===== src/rtl/mem_arbiter.sv =====
// Two-requester arbiter for an even/odd byte-banked memory.
// Round-robin grant, byte/word split across banks, ROM write protect.
module mem_arbiter #(
  parameter logic [15:0] ROMBASE = 16'h4000,
  parameter bit          ROMWP   = 1'b1
) (
  input  logic        clk,
  input  logic        reset,
  input  logic        a_req,
  input  logic [15:0] a_addr,
  input  logic        a_we,
  input  logic        a_word,
  input  logic [15:0] a_wdata,
  input  logic        b_req,
  input  logic [15:0] b_addr,
  input  logic        b_we,
  input  logic        b_word,
  input  logic [15:0] b_wdata,
  output logic        a_gnt,
  output logic        b_gnt,
  output logic        a_rvalid,
  output logic        b_rvalid,
  output logic [15:0] a_rdata,
  output logic [15:0] b_rdata,
  output logic        a_err,
  output logic        b_err,
  output logic [14:0] read_addr_even,
  output logic [14:0] read_addr_odd,
  input  logic [7:0]  read_data_even,
  input  logic [7:0]  read_data_odd,
  output logic [14:0] write_addr_even,
  output logic [14:0] write_addr_odd,
  output logic [7:0]  write_data_even,
  output logic [7:0]  write_data_odd,
  output logic        write_en_even,
  output logic        write_en_odd
);

  logic        r_last_b;
  logic [14:0] r_ra_even, r_ra_odd;
  logic [14:0] r_wa_even, r_wa_odd;
  logic [7:0]  r_wd_even, r_wd_odd;
  logic        r_rv, r_own_b, r_tag_odd, r_tag_word;
  logic        r_a_err, r_b_err;

  logic        w_a_gnt, w_b_gnt, w_gnt;
  logic [15:0] w_addr, w_wdata, w_next;
  logic        w_we, w_word;
  logic [14:0] w_w, w_w1, w_ev_addr;
  logic        w_rd, w_wr, w_rom, w_drop;
  logic        w_touch_ev, w_touch_od;
  logic [7:0]  w_wd_ev, w_wd_od;
  logic [7:0]  w_lo, w_hi;

  // r_last_b = 1 means B won last, so A wins the next tie
  assign w_a_gnt = ~reset & a_req & (~b_req | r_last_b);
  assign w_b_gnt = ~reset & b_req & (~a_req | ~r_last_b);
  assign w_gnt   = w_a_gnt | w_b_gnt;

  assign w_addr  = w_b_gnt ? b_addr  : a_addr;
  assign w_we    = w_b_gnt ? b_we    : a_we;
  assign w_word  = w_b_gnt ? b_word  : a_word;
  assign w_wdata = w_b_gnt ? b_wdata : a_wdata;

  assign w_w       = w_addr[15:1];
  assign w_w1      = w_w + 15'd1;
  assign w_ev_addr = w_addr[0] ? w_w1 : w_w;
  assign w_next    = w_addr + 16'd1;

  assign w_rd = w_gnt & ~w_we;
  assign w_wr = w_gnt & w_we;

  assign w_rom  = (w_addr >= ROMBASE) | (w_word & (w_next >= ROMBASE));
  assign w_drop = ROMWP & w_rom;

  assign w_touch_ev = w_word | ~w_addr[0];
  assign w_touch_od = w_word | w_addr[0];
  assign w_wd_ev    = w_addr[0] ? w_wdata[15:8] : w_wdata[7:0];
  assign w_wd_od    = w_addr[0] ? w_wdata[7:0]  : w_wdata[15:8];

  assign a_gnt = w_a_gnt;
  assign b_gnt = w_b_gnt;

  assign read_addr_even  = w_rd ? w_ev_addr : r_ra_even;
  assign read_addr_odd   = w_rd ? w_w       : r_ra_odd;
  assign write_addr_even = w_wr ? w_ev_addr : r_wa_even;
  assign write_addr_odd  = w_wr ? w_w       : r_wa_odd;
  assign write_data_even = w_wr ? w_wd_ev   : r_wd_even;
  assign write_data_odd  = w_wr ? w_wd_od   : r_wd_odd;
  assign write_en_even   = w_wr & ~w_drop & w_touch_ev;
  assign write_en_odd    = w_wr & ~w_drop & w_touch_od;

  assign w_lo = r_tag_odd ? read_data_odd : read_data_even;
  assign w_hi = ~r_tag_word ? 8'h00 :
                (r_tag_odd ? read_data_even : read_data_odd);

  assign a_rvalid = r_rv & ~r_own_b;
  assign b_rvalid = r_rv & r_own_b;
  assign a_rdata  = a_rvalid ? {w_hi, w_lo} : 16'h0000;
  assign b_rdata  = b_rvalid ? {w_hi, w_lo} : 16'h0000;
  assign a_err    = r_a_err;
  assign b_err    = r_b_err;

  always_ff @(posedge clk or posedge reset) begin
    if (reset) begin
      r_last_b   <= 1'b1;
      r_ra_even  <= '0;
      r_ra_odd   <= '0;
      r_wa_even  <= '0;
      r_wa_odd   <= '0;
      r_wd_even  <= '0;
      r_wd_odd   <= '0;
      r_rv       <= 1'b0;
      r_own_b    <= 1'b0;
      r_tag_odd  <= 1'b0;
      r_tag_word <= 1'b0;
      r_a_err    <= 1'b0;
      r_b_err    <= 1'b0;
    end else begin
      if (w_gnt)
        r_last_b <= w_b_gnt;
      if (w_rd) begin
        r_ra_even <= w_ev_addr;
        r_ra_odd  <= w_w;
      end
      if (w_wr) begin
        r_wa_even <= w_ev_addr;
        r_wa_odd  <= w_w;
        r_wd_even <= w_wd_ev;
        r_wd_odd  <= w_wd_od;
      end
      // read tag steers bank bytes back to the owner next cycle
      r_rv       <= w_rd;
      r_own_b    <= w_b_gnt;
      r_tag_odd  <= w_addr[0];
      r_tag_word <= w_word;
      r_a_err    <= w_wr & w_drop & w_a_gnt;
      r_b_err    <= w_wr & w_drop & w_b_gnt;
    end
  end

endmodule

===== config.mk =====
export PLATFORM = sky130hd
export DESIGN_NAME = mem_arbiter
export DESIGN_NICKNAME = d
export VERILOG_FILES = /design/src/rtl/mem_arbiter.sv
export SDC_FILE = /design/constraint.sdc
export NUM_CORES = 1
export LEC_CHECK = 0
export ABC_CLOCK_PERIOD_IN_PS = 3200
export BUFFER_PORTS_ARGS = -buffer_cell sky130_fd_sc_hd__buf_2
export CAP_MARGIN = 20
export CORE_MARGIN = 2
export CORE_UTILIZATION = 48
export CTS_CLUSTER_SIZE = 12
export DETAILED_ROUTE_END_ITERATION = 7
export PLACE_DENSITY = 0.77
export SKIP_LAST_GASP = 1
export SYNTH_ARGS = -nofsm -noshare
export SYNTH_HDL_FRONTEND = slang
export SYNTH_SLANG_ARGS = --single-unit
export TNS_END_PERCENT = 100

===== constraint.sdc =====
create_clock -name clk -period 3.2 [get_ports clk]
set_clock_uncertainty 0.2 [all_clocks]
set_input_delay 0.16 -clock clk [delete_from_list [all_inputs] [get_ports clk]]
set_output_delay 0.16 -clock clk [all_outputs]
set_load 0.05 [all_outputs]

==> results_tabular.tex, run 1 <==
\begin{tabular}{lr}
\hline
Metric & Value \\
\hline
\multicolumn{2}{l}{\textbf{Run status}} \\
Result of the run & complete, no violations \\
\multicolumn{2}{l}{\textbf{GRT}} \\
Vias in the first global route & $\sim$4,400 \\
Aggregate global-route resource usage & 0.2668 \\
Pin count of the biggest net entering global routing & 53 \\
Total global routing overflow & 0 \\
Wire length of the first global-routing pass & 21.51 mm \\
Initial antenna violation count & 0 \\
\multicolumn{2}{l}{\textbf{Yosys}} \\
Number of warnings printed during yosys synthesis & 0 \\
Number of nets produced by synthesis & between 500 and 600 \\
Instance count of the mapped netlist & 492 \\
Proportion of netlist area held by the largest area contributor & 0.4463 \\
Simple-Gate Fraction of Synth Area & 0.1777 \\
Portion of netlist area occupied by mux cells & 0.1736 \\
Combinational family with the most area after synthesis & simple AND/OR/NAND/NOR gates \\
Prevailing post-synth register cell & sky130\_fd\_sc\_hd\_\_dfrtp\_1 \\
Synthesized area divided by synthesized cell count & 9.346 µm² \\
Post-synthesis cell type with the largest combined area & sky130\_fd\_sc\_hd\_\_dfrtp\_1 \\
Area of the mapped netlist & 0.004598 mm² \\
Xor/xnor share of the synthesized area & 0.01714 \\
Leading post-synthesis cells by cell area & sky130\_fd\_sc\_hd\_\_dfrtp\_1, sky130\_fd\_sc\_hd\_\_mux2i\_1, sky130\_fd\_sc\_hd\_\_mux2\_2 \\
Proportion of synthesized chip area in sequential cells & 0.4520 \\
Arithmetic-cell share of the synthesized area counting full adders, half adders and majority gates & 0.005442 \\
Number of enable-type register cells in the synthesized netlist & 0 \\
Total of flip-flops plus latches after synthesis & 83 \\
Synthesized-area fraction occupied by ao, oa, aoi and oai cells & 0.1361 \\
Post-synthesis async set-or-reset flop share & 1.000 \\
Yosys cell types & around 50 \\
\multicolumn{2}{l}{\textbf{Detailed routing}} \\
Count of routing violations after the opening detailed-route iteration & 272 \\
Vias per inst & between 5 and 6 \\
Overall routed net length & 14.42 mm \\
Vias & 4,687 \\
Routed length per placed instance & 17.22 µm \\
Number of iterations in the first detailed-routing pass & 6 \\
Number of antenna-violating nets in the routed design & 0 \\
DRC violation count after routing & 0 \\
\multicolumn{2}{l}{\textbf{Pwr}} \\
Switch share & 0.4800 \\
Combinational power share & 0.486 \\
Power density cells & 672.9 mW/mm² \\
Flop pwr share & 0.327 \\
Peak ir drop on the vdd network & 0.5920 mV \\
Power, Total & 4.239 mW \\
Clock power share & 0.187 \\
Leakage component of the power & between 3 and 4 nW \\
Total net switching power & 2.035 mW \\
Pint & 2.204 mW \\
\multicolumn{2}{l}{\textbf{Finish}} \\
Post-synthesis to final-layout area growth & 37.01\% \\
Layout cells sized above 1 & 0.4209 \\
ANT cells & 0 \\
Multi-input gate area & 0.002537 mm² \\
Number of nets in the layout & between 700 and 800 \\
Filler instances & 816 \\
Area taken by flip-flops and latches & 0.002078 mm² \\
\multicolumn{2}{l}{\textbf{Floorplanning}} \\
Placeable core area & 0.009284 mm² \\
I/O pins & 204 \\
Vertical extent of the die & 101.9 µm \\
DIE WIDTH & 101.9 µm \\
Initial standard-cell utilization of the core & 0.4953 \\
Die ar. & around 0.010 mm² \\
Number of placement rows & 35 \\
\multicolumn{2}{l}{\textbf{STA}} \\
Final critical-path share of the clock period & 0.9802 \\
Slew @ Worst Pin & 843.4 ps \\
Setup violators final & 0 \\
Max frequency & 318.8 MHz \\
Clock period minus worst slack & 3137 ps \\
Total negative slack & 0 ps \\
Max Transition Viols Final & 0 \\
Hold Worst Slack & 8.577 ps \\
Tightest slew margin relative to the limit & 0.4377 \\
Final-report hold violation count & 0 \\
\multicolumn{2}{l}{\textbf{Clock network}} \\
TritonCTS clock tree & yes \\
Clock edge transition at the registers on the reported setup and hold paths & around 90 ps \\
Insertion delay of the later-clocked pin in the worst-skew pair & approximately 350 ps \\
TritonCTS Buffers & 9 \\
Max Root-Sink Buffers & 2 \\
Deepest level of the CTS H-tree & 3 \\
Number of clock sinks seen by CTS & 83 \\
Root Buffer Master & sky130\_fd\_sc\_hd\_\_clkbuf\_8 \\
\multicolumn{2}{l}{\textbf{Run}} \\
Total of max-cap violations & 0 \\
\multicolumn{2}{l}{\textbf{Worst setup path}} \\
Critical path's largest stage delay & 570 ps \\
Critical Path Start Type & flip-flop \\
Worst path slowest cell & sky130\_fd\_sc\_hd\_\_o32ai\_1 \\
Critical path fanouts, max & 13 \\
Most numerous cell on the critical path & sky130\_fd\_sc\_hd\_\_a211oi\_1 \\
Number of cells on the worst reg-to-reg path & 11 \\
Critical path endpoint category & output pin \\
Critical path class & flip-flop to output pin \\
Arrival @ worst endpoint & around 2800 ps \\
Data required time at the worst endpoint & 2840 ps \\
Critical path, cell by cell & and2\_4 > o21ai\_0 > o32ai\_1 > a211oi\_1 > a211oi\_1 > buf\_2 \\
Buf/Inv on CP & 1 \\
Stages on worst setup path & 6 \\
CP top delay family & compound AO/OA/AOI/OAI gates \\
\multicolumn{2}{l}{\textbf{Worst hold path}} \\
Hold/Removal Path Class & primary input to flip-flop \\
Worst hold path depth & 3 \\
\multicolumn{2}{l}{\textbf{Placed design}} \\
Routability cong. & 0.9414 \\
Half-perimeter wire length of the detailed placement result & 10.87 mm \\
Port buffer count & 203 \\
\hline
\end{tabular}
==> synth_stat cells (5+ instances only) <==
cell,instances
sky130_fd_sc_hd__nand4_1,10
sky130_fd_sc_hd__xnor2_1,7
sky130_fd_sc_hd__and2_1,6
sky130_fd_sc_hd__clkbuf_1,7
sky130_fd_sc_hd__o21a_1,5
sky130_fd_sc_hd__nor4_1,5
sky130_fd_sc_hd__inv_1,9
sky130_fd_sc_hd__nor2_1,88
sky130_fd_sc_hd__nor3_1,7
sky130_fd_sc_hd__a21oi_1,57
sky130_fd_sc_hd__mux2_2,30
sky130_fd_sc_hd__o21ai_0,10
sky130_fd_sc_hd__nand2_1,36
sky130_fd_sc_hd__a211oi_1,6
sky130_fd_sc_hd__o31ai_1,7
sky130_fd_sc_hd__nand3_1,9
sky130_fd_sc_hd__buf_2,17
sky130_fd_sc_hd__dfrtp_1,82
sky130_fd_sc_hd__mux2i_1,46
==> state kept, by name (all words and copies together), names as in the netlist, 8 cells and up <==
signal and cells:
r_wa_even 15, r_ra_odd 15, r_wd_even 8, r_wd_odd 8, r_ra_even 15, r_wa_odd 15
==> repair_timing <==
item	CTS	global route
cloned	0	0
resized for setup	5	15
hold endpoints to repair	34	0
endpoints found under the setup margin	8	31
pin swaps	1	1
buffers inserted	3	0
hold buffers	7	0
==> worst min-delay path, stage by stage <==
cell,delay (ps)
sky130_fd_sc_hd__buf_2,130
sky130_fd_sc_hd__nand2b_4,160
sky130_fd_sc_hd__o21ai_0,100
==> final cells by class <==
type | count | area share
multi-input combinational | 370 | 0.4028
clock buffer | 9 | 0.01966
timing repair buffer | 227 | 0.2014
tap | 129 | 0.02562
sequential | 83 | 0.3299
inverter | 12 | 0.007746
clock inverter | 7 | 0.01291
==> cells by family after synthesis <==
| group | after synthesis |
|---|---|
| and+or+nand+nor | 180 |
| AOI/OAI and AO/OA | 103 |
| DFF | 83 |
| muxes | 76 |
| buffers and inverters | 39 |
| xor gates and xnor gates | 9 |
| adders and majority gates | 2 |
==> per-stage QoR <==
stage	util	setup slack (ps)	cell area (µm²)	instances
4_1_cts	0.6712	-42.90	6231	837
6_report	0.6786	63.23	6300	837
5_1_grt	0.6786	-19.53	6300	837
2_1_floorplan	-	-82.65	4761	492
3_5_place_dp	0.6376	255.8	5919	811
3_3_place_gp	0.6376	300.9	5919	811
==> power by group through the flow <==
stage | sequential, mW | clock [mW] | combinational, mW
floorplan | 1.38 | 0 | 1.57
global placement | 1.39 | 0 | 1.99
detailed placement | 1.41 | 0 | 2.02
CTS | 1.39 | 0.809 | 2.04
global route | 1.41 | 0.850 | 2.17
finish | 1.39 | 0.793 | 2.06
==> cell usage in the layout, fill, tap and decap left out, types with 3 or more instances in the layout <==
cell and instances:
sky130_fd_sc_hd__nor3_1 5, sky130_fd_sc_hd__mux2_2 30, sky130_fd_sc_hd__dfrtp_1 82, sky130_fd_sc_hd__o21a_1 5, sky130_fd_sc_hd__buf_6 4, sky130_fd_sc_hd__nand3_1 9, sky130_fd_sc_hd__buf_2 197, sky130_fd_sc_hd__and2_1 6
sky130_fd_sc_hd__inv_6 4, sky130_fd_sc_hd__nor2_1 88, sky130_fd_sc_hd__xnor2_1 6, sky130_fd_sc_hd__nor4_1 5, sky130_fd_sc_hd__o21ai_0 8, sky130_fd_sc_hd__mux2i_1 45, sky130_fd_sc_hd__buf_4 16, sky130_fd_sc_hd__a211oi_1 5
sky130_fd_sc_hd__o22ai_1 3, sky130_fd_sc_hd__and3_1 4, sky130_fd_sc_hd__dlygate4sd3_1 7, sky130_fd_sc_hd__inv_1 8, sky130_fd_sc_hd__clkbuf_8 9, sky130_fd_sc_hd__nand4_1 10, sky130_fd_sc_hd__nand2_1 36, sky130_fd_sc_hd__o31ai_4 4
sky130_fd_sc_hd__a21oi_1 53
==> worst paths after layout <==
path,from,end,slack [ps]
setup / recovery,r_last_b,write_addr_even[13],60
hold / removal,b_req,r_last_b,9
setup reg to reg,r_last_b,b_err,260
hold reg to reg,r_wa_even[8],r_wa_even[8],280
max in group asynchronous,reset,r_wd_even[0],1920
min in group asynchronous,reset,b_err,230
==> layer usage <==
layer / global-route usage / wire, µm / vias to the layer above
met5: 0 / 0 / -
met4: 0.09744 / 355 / 0
met3: 0.05130 / 1169 / 33
met2: 0.4610 / 7185 / 242
met1: 0.3347 / 5707 / 2240
li1: - / - / 2172
No activity file was read; power rests on OpenSTA's default activity.
==> run 2, diff against run 1 <==
--- a/config.mk
+++ b/config.mk
@@ -13,6 +13,7 @@
 export CTS_CLUSTER_SIZE = 12
 export DETAILED_ROUTE_END_ITERATION = 7
 export PLACE_DENSITY = 0.77
+export RECOVER_POWER = 50
 export SKIP_LAST_GASP = 1
 export SYNTH_ARGS = -nofsm -noshare
 export SYNTH_HDL_FRONTEND = slang
==> run 2 against run 1 <==
  * Clock-buffer cell count stayed put
  * Critical path type unchanged
  * Non-clock buffer count stayed put
  * Sequential share of layout area hardly changed
  * Worst setup slack hardly changed
  * Global-route usage stayed put
  * Wire length is 0.15% higher
==> results_tabular.tex, run 2 (same netlist as run 1, synthesis figures left out) <==
\begin{tabular}{lr}
\hline
Metric & Value \\
\hline
\multicolumn{2}{l}{\textbf{Finish}} \\
Most common cell after layout, fill and taps aside & sky130\_fd\_sc\_hd\_\_buf\_2 \\
ANT cells & 0 \\
Post-synthesis to final-layout area growth & 36.93\% \\
Filler instances & 817 \\
Number of nets in the layout & 793 \\
Core Util, Final & 0.6782 \\
Final standard cell count with taps included and fillers excluded & 837 \\
Layout cells sized above 1 & 0.4167 \\
Most used cells in the layout excluding fill and tap cells & sky130\_fd\_sc\_hd\_\_buf\_2, sky130\_fd\_sc\_hd\_\_nor2\_1, sky130\_fd\_sc\_hd\_\_dfrtp\_1, sky130\_fd\_sc\_hd\_\_a21oi\_1, sky130\_fd\_sc\_hd\_\_mux2i\_1 \\
\multicolumn{2}{l}{\textbf{GRT}} \\
Pin count of the biggest net entering global routing & between 50 and 60 \\
Wire length of the first global-routing pass & 21.51 mm \\
Aggregate global-route resource usage & 0.2668 \\
Initial antenna violation count & 0 \\
Vias in the first global route & 4,447 \\
Total global routing overflow & 0 \\
\multicolumn{2}{l}{\textbf{Detailed routing}} \\
Count of routing violations after the opening detailed-route iteration & between 200 and 300 \\
Vias per inst & 5.630 \\
Routed length per placed instance & 17.25 µm \\
Overall routed net length & 14.44 mm \\
Vias & 4,712 \\
Number of iterations in the first detailed-routing pass & 6 \\
DRC violation count after routing & 0 \\
Number of antenna-violating nets in the routed design & 0 \\
\multicolumn{2}{l}{\textbf{Worst setup path}} \\
Critical path endpoint category & output pin \\
Data required time at the worst endpoint & 2840 ps \\
Critical Path Start Type & flip-flop \\
Critical path fanouts, max & 6 \\
Number of cells on the worst reg-to-reg path & 12 \\
Critical path class & flip-flop to output pin \\
Arrival @ worst endpoint & 2780 ps \\
\multicolumn{2}{l}{\textbf{STA}} \\
Slew @ Worst Pin & 1441 ps \\
Final-report hold violation count & 0 \\
Worst path setup slack after routing & 63.32 ps \\
Tightest slew margin relative to the limit & 0.03380 \\
Final critical-path share of the clock period & 0.9802 \\
Max Transition Viols Final & 0 \\
Clock period minus worst slack & between 3000 and 4000 ps \\
Setup violators final & 0 \\
Total negative slack & 0 ps \\
Max frequency & 318.8 MHz \\
\multicolumn{2}{l}{\textbf{Clock network}} \\
Max Root-Sink Buffers & 2 \\
Deepest level of the CTS H-tree & 3 \\
Number of clock sinks seen by CTS & 83 \\
Root Buffer Master & sky130\_fd\_sc\_hd\_\_clkbuf\_8 \\
TritonCTS clock tree & yes \\
Clock edge transition at the registers on the reported setup and hold paths & 90 ps \\
Insertion delay of the later-clocked pin in the worst-skew pair & approximately 350 ps \\
TritonCTS Buffers & 9 \\
\multicolumn{2}{l}{\textbf{Floorplanning}} \\
Initial standard-cell utilization of the core & 0.4953 \\
Vertical extent of the die & 101.9 µm \\
DIE WIDTH & 101.9 µm \\
Placeable core area & roughly 0.0093 mm² \\
Number of placement rows & 35 \\
Die ar. & roughly 0.010 mm² \\
I/O pins & 204 \\
\multicolumn{2}{l}{\textbf{Worst hold path}} \\
Worst hold path depth & 3 \\
Hold/Removal Path Class & primary input to flip-flop \\
\multicolumn{2}{l}{\textbf{Pwr}} \\
Leakage component of the power & 3.038 nW \\
Power density cells & 673.8 mW/mm² \\
Power, Total & 4.243 mW \\
Peak ir drop on the vdd network & 0.5917 mV \\
\multicolumn{2}{l}{\textbf{Placed design}} \\
Half-perimeter wire length of the detailed placement result & roughly 11 mm \\
Routability cong. & 0.9414 \\
Port buffer count & 203 \\
Worst slack after detailed placement & 255.8 ps \\
Cell Count Post-Placement & a little over 800 \\
\multicolumn{2}{l}{\textbf{Run}} \\
Total of max-cap violations & 0 \\
\multicolumn{2}{l}{\textbf{Run status}} \\
Result of the run & complete, no violations \\
\hline
\end{tabular}
[run 2: path summary, 6_finish.rpt]
path | start | end | slack, ps
max | r_last_b | write_addr_even[14] | 60
min | b_req | r_last_b | 7
max reg2reg | r_last_b | b_err | 280
min reg2reg | r_wa_even[8] | r_wa_even[8] | 280
max in group asynchronous | reset | r_wd_even[0] | 1460
min in group asynchronous | reset | b_err | 500
[run 2: report_power, final]
group          leakage, nW  total, mW  internal [mW]  switching [mW]
registers            0.948       1.39           1.30          0.0823
logic                 1.98       2.06          0.525            1.54
clock network        0.107      0.796          0.376           0.420
total                 3.04       4.24           2.20            2.04
[run 2: routing by layer]
layer / GRT usage / part of all wire / wire length, µm
met3: 0.05130 / 0.085 / 1223
met5: 0 / 0 / 0
met4: 0.09744 / 0.025 / 355
met1: 0.3347 / 0.39 / 5648
met2: 0.4610 / 0.50 / 7210
[run 2: area by class of cell]
type | instances | area [µm²] | area share
sequential | 83 | 2078 | 0.3301
clock inverter | 7 | 81.33 | 0.01292
clock buffer | 9 | 123.9 | 0.01967
inverter | 12 | 48.80 | 0.007750
timing repair buffer | 227 | 1265 | 0.2009
multi-input combinational | 370 | 2537 | 0.4030
tap | 129 | 161.4 | 0.02564
[run 2: critical path, stage by stage (launching register included)]
cell and delay (ps):
sky130_fd_sc_hd__dfstp_2 560, sky130_fd_sc_hd__nand2_1 80, sky130_fd_sc_hd__nand2_2 80, sky130_fd_sc_hd__inv_2 60, sky130_fd_sc_hd__mux2i_4 190, sky130_fd_sc_hd__inv_1 120, sky130_fd_sc_hd__ha_4 170, sky130_fd_sc_hd__buf_4 150
sky130_fd_sc_hd__a32oi_4 130, sky130_fd_sc_hd__buf_4 180, sky130_fd_sc_hd__o21a_1 240, sky130_fd_sc_hd__o31ai_4 260, sky130_fd_sc_hd__buf_6 190
[run 2: timing repair]
action | in CTS | in global routing
resized for setup | 5 | 15
pin swaps | 1 | 1
buffers inserted | 3 | 0
cloned | 0 | 0
hold buffers | 7 | 0
endpoints found under the hold margin | 34 | 0
setup endpoints to repair | 8 | 31
[run 2: per-stage QoR]
step / area [µm²] / hold slack (ps)
4_1_cts: 6231 / 0.3090
6_report: 6296 / 6.738
3_3_place_gp: 5919 / 50.15
5_1_grt: 6296 / 16.47
2_1_floorplan: 4761 / 105.9
3_5_place_dp: 5919 / 55.95
==> run 3, diff against run 2 <==
--- a/config.mk
+++ b/config.mk
@@ -5,7 +5,8 @@
 export SDC_FILE = /design/constraint.sdc
 export NUM_CORES = 1
 export LEC_CHECK = 0
-export ABC_CLOCK_PERIOD_IN_PS = 3200
+export ABC_AREA = 1
+export ABC_CLOCK_PERIOD_IN_PS = 3480
 export BUFFER_PORTS_ARGS = -buffer_cell sky130_fd_sc_hd__buf_2
 export CAP_MARGIN = 20
 export CORE_MARGIN = 2
==> constraint.sdc (replaced) <==
create_clock -name clk -period 3.48 [get_ports clk]
set_clock_uncertainty 0.2 [all_clocks]
set_input_delay 0.174 -clock clk [delete_from_list [all_inputs] [get_ports clk]]
set_output_delay 0.174 -clock clk [all_outputs]
set_load 0.05 [all_outputs]
==> run 3 against run 2 <==
  * Sequential cell count did not move
  * Critical path depth grew 3
  * Sequential power fell by 12%
  * Combinational power fell by 26%
  * Die area decreased by 1.9%
  * Sequential share of layout area up 2.5 points
  * Critical endpoint is now write_en_odd
  * Highest routed layer unchanged
  * Non-clock buffer count down 5
  * Global-route usage hardly changed
==> results_tabular.tex, run 3 <==
\begin{tabular}{lr}
\hline
Metric & Value \\
\hline
\multicolumn{2}{l}{\textbf{Run status}} \\
Result of the run & complete, no violations \\
\multicolumn{2}{l}{\textbf{Floorplanning}} \\
Die ar. & just over 0.01 mm² \\
DIE WIDTH & 100.9 µm \\
Placeable core area & around 0.0092 mm² \\
Vertical extent of the die & about 100 µm \\
I/O pins & 204 \\
Initial standard-cell utilization of the core & 0.4924 \\
Number of placement rows & 35 \\
\multicolumn{2}{l}{\textbf{Clock network}} \\
Clock edge transition at the registers on the reported setup and hold paths & 100 ps \\
Deepest level of the CTS H-tree & 3 \\
Insertion delay of the later-clocked pin in the worst-skew pair & approximately 360 ps \\
Number of clock sinks seen by CTS & 83 \\
TritonCTS clock tree & yes \\
TritonCTS Buffers & 9 \\
Max Root-Sink Buffers & 2 \\
Root Buffer Master & sky130\_fd\_sc\_hd\_\_clkbuf\_8 \\
\multicolumn{2}{l}{\textbf{Pwr}} \\
Leakage component of the power & 3.189 nW \\
Power density cells & between 500 and 600 mW/mm² \\
Peak ir drop on the vdd network & about 0.29 mV \\
\multicolumn{2}{l}{\textbf{GRT}} \\
Aggregate global-route resource usage & 0.2664 \\
Pin count of the biggest net entering global routing & 84 \\
Total global routing overflow & 0 \\
Initial antenna violation count & 0 \\
Wire length of the first global-routing pass & 21.26 mm \\
Vias in the first global route & 4,408 \\
\multicolumn{2}{l}{\textbf{STA}} \\
Setup violators final & 0 \\
Slew @ Worst Pin & 1261 ps \\
Max Transition Viols Final & 0 \\
Max frequency & 306.8 MHz \\
Tightest slew margin relative to the limit & 0.1596 \\
Final critical-path share of the clock period & 0.9366 \\
Final-report hold violation count & 0 \\
Total negative slack & 0 ps \\
Clock period minus worst slack & between 3000 and 4000 ps \\
Worst path setup slack after routing & 220.5 ps \\
\multicolumn{2}{l}{\textbf{Worst setup path}} \\
Critical Path Start Type & flip-flop \\
Arrival @ worst endpoint & 2890 ps \\
Critical path endpoint category & output pin \\
Critical path class & flip-flop to output pin \\
Number of cells on the worst reg-to-reg path & 15 \\
Startpoint of the most critical register-to-register path & r\_last\_b \\
Endpoint of the most critical register-to-register path & a\_err \\
Reg2Reg Setup Slack & 910 ps \\
Data required time at the worst endpoint & 3110 ps \\
Critical path fanouts, max & 19 \\
\multicolumn{2}{l}{\textbf{Yosys}} \\
Portion of netlist area occupied by mux cells & 0.03776 \\
Total of flip-flops plus latches after synthesis & slightly above 80 \\
Arithmetic-cell share of the synthesized area counting full adders, half adders and majority gates & 0.005552 \\
Area of the mapped netlist & 0.004507 mm² \\
Synthesized-area fraction occupied by ao, oa, aoi and oai cells & 0.1274 \\
Synthesized area divided by synthesized cell count & 7.797 µm² \\
Proportion of netlist area held by the largest area contributor & 0.4553 \\
Simple-Gate Fraction of Synth Area & 0.2801 \\
Prevailing post-synth register cell & sky130\_fd\_sc\_hd\_\_dfrtp\_1 \\
Post-synthesis cell type with the largest combined area & sky130\_fd\_sc\_hd\_\_dfrtp\_1 \\
Most frequent cell after synthesis & sky130\_fd\_sc\_hd\_\_nand2\_1 \\
Instance count of the mapped netlist & 578 \\
Leading post-synthesis cells by cell area & sky130\_fd\_sc\_hd\_\_dfrtp\_1, sky130\_fd\_sc\_hd\_\_nand2\_1, sky130\_fd\_sc\_hd\_\_o21ai\_0 \\
Number of enable-type register cells in the synthesized netlist & 0 \\
Number of warnings printed during yosys synthesis & 0 \\
Xor/xnor share of the synthesized area & 0.01555 \\
Combinational family with the most area after synthesis & simple AND/OR/NAND/NOR gates \\
Number of nets produced by synthesis & 668 \\
Yosys cell types & 33 \\
Post-synthesis async set-or-reset flop share & 1.000 \\
Proportion of synthesized chip area in sequential cells & 0.4611 \\
Synth top cells by count & sky130\_fd\_sc\_hd\_\_nand2\_1, sky130\_fd\_sc\_hd\_\_dfrtp\_1, sky130\_fd\_sc\_hd\_\_o21ai\_0, sky130\_fd\_sc\_hd\_\_nor2\_1, sky130\_fd\_sc\_hd\_\_inv\_1 \\
\multicolumn{2}{l}{\textbf{Worst hold path}} \\
Startpoint of the lowest-slack hold path & b\_wdata[4] \\
Worst hold path depth & 4 \\
Hold/Removal Path Class & primary input to flip-flop \\
Hold-critical path endpoint & r\_wd\_even[4] \\
\multicolumn{2}{l}{\textbf{Finish}} \\
Layout cells sized above 1 & 0.2897 \\
Post-synthesis to final-layout area growth & 30.01\% \\
Number of nets in the layout & 872 \\
Design Area, Final & 0.005859 mm² \\
Core Util, Final & 0.6402 \\
Most common cell after layout, fill and taps aside & sky130\_fd\_sc\_hd\_\_nand2\_1 \\
Most used cells in the layout excluding fill and tap cells & sky130\_fd\_sc\_hd\_\_nand2\_1, sky130\_fd\_sc\_hd\_\_buf\_2, sky130\_fd\_sc\_hd\_\_dfrtp\_1, sky130\_fd\_sc\_hd\_\_nor2\_1, sky130\_fd\_sc\_hd\_\_o21ai\_0 \\
Final standard cell count with taps included and fillers excluded & 899 \\
\multicolumn{2}{l}{\textbf{Placed design}} \\
Routability cong. & 0.9461 \\
Cell Count Post-Placement & 872 \\
Worst slack after detailed placement & 440.9 ps \\
Standard cell area after detailed placement & $\sim$0.0056 mm² \\
Half-perimeter wire length of the detailed placement result & 10.39 mm \\
Port buffer count & 203 \\
\multicolumn{2}{l}{\textbf{Detailed routing}} \\
Number of antenna-violating nets in the routed design & 0 \\
Overall routed net length & 13.81 mm \\
Vias per inst & 5.214 \\
Met1 WL & 5.725 mm \\
Routed wire length on met2 & 6.986 mm \\
Number of iterations in the first detailed-routing pass & 6 \\
DRC violation count after routing & 0 \\
Top routing layer used & met4 \\
Vias & 4,687 \\
Count of routing violations after the opening detailed-route iteration & 219 \\
Detail Route met3 WL & between 800 and 900 µm \\
Routed length per placed instance & 15.36 µm \\
\multicolumn{2}{l}{\textbf{Run}} \\
Total of max-cap violations & 0 \\
\hline
\end{tabular}
-- run 3: changes by cell type in the layout (fill, tap and decap cells not counted), sizes merged, moves of 8 or more --
cell    change
o211ai      +8
mux2       -30
mux2i      -29
o21ai      +63
inv        +36
nand3      +21
clkbuf     +37
a21oi      -56
nor2       -15
nand2     +140
buf        -38
o22a       +16
-- run 3: worst max-delay path by stage --
stage	from	to	slack, ps	cells past startpoint
2_1_floorplan	reset	r_ra_even[0]	100	9
3_3_place_gp	r_last_b	write_addr_even[14]	520	14
3_5_place_dp	r_last_b	write_addr_even[14]	440	14
4_1_cts	r_last_b	write_addr_even[14]	9	14
5_1_grt	r_last_b	write_addr_even[14]	-7	14
6_report	r_last_b	write_en_odd	220	15
-- run 3: what timing repair did --
item                                    in CTS  in global routing
endpoints found under the hold margin        1                 21
hold buffers                                 2                  1
setup buffers                                0                  6
endpoints found under the setup margin       0                 39
resized for setup                            0                  9
-- run 3: through the flow --
| step | power [mW] | hold slack (ps) |
|---|---|---|
| 2_1_floorplan | 2.383 | 37.87 |
| 6_report | 3.485 | 32.08 |
| 3_5_place_dp | 2.752 | 261.2 |
| 5_1_grt | 3.650 | 44.17 |
| 3_3_place_gp | 2.724 | 253.3 |
| 4_1_cts | 3.494 | 21.15 |
-- run 3: area by class of cell --
class	instances	area, µm²
clock inverters	7	81.33
multi-input cells	417	2117
flip-flops and latches	83	2078
inverters	49	188.9
well taps	111	138.9
repair buffers	222	1129
fillers	871	3293
clock buffers	9	123.9
diodes	1	2.502
-- run 3: routing by layer --
layer / vias to the layer above / GRT usage
li1: 2284 / -
met1: 2200 / 0.3489
met2: 182 / 0.4477
met3: 21 / 0.04716
met4: 0 / 0.08836
met5: - / 0
-- run 3: worst max-delay path, cell delays in order, from the launching register on --
cell	delay [ps]
sky130_fd_sc_hd__dfstp_2	580
sky130_fd_sc_hd__nand2_4	150
sky130_fd_sc_hd__nand3_4	160
sky130_fd_sc_hd__buf_4	140
sky130_fd_sc_hd__buf_4	180
sky130_fd_sc_hd__nand2_1	80
sky130_fd_sc_hd__nand2_1	180
sky130_fd_sc_hd__nor2_1	90
sky130_fd_sc_hd__nand2_2	130
sky130_fd_sc_hd__nor2_4	60
sky130_fd_sc_hd__nand2_1	140
sky130_fd_sc_hd__nand2_1	110
sky130_fd_sc_hd__nand2_1	90
sky130_fd_sc_hd__nand3_1	100
sky130_fd_sc_hd__nor2_1	110
sky130_fd_sc_hd__clkbuf_4	230
-- run 3: cell families (layout without fill, tap and decap cells) --
logic type / after synthesis / in the layout
compound gates: 98 / 98
fa+ha+maj: 2 / 2
other cells: 0 / 1
xor+xnor: 8 / 8
buf+inv: 78 / 287
simple gates: 292 / 292
flops: 83 / 83
mux: 17 / 17
-- run 3: power breakdown --
part	switching (mW)	internal, mW	total, mW	leakage [nW]
clock network	0.394	0.345	0.739	0.107
registers	0.0641	1.15	1.22	1.01
logic	1.18	0.345	1.53	2.07
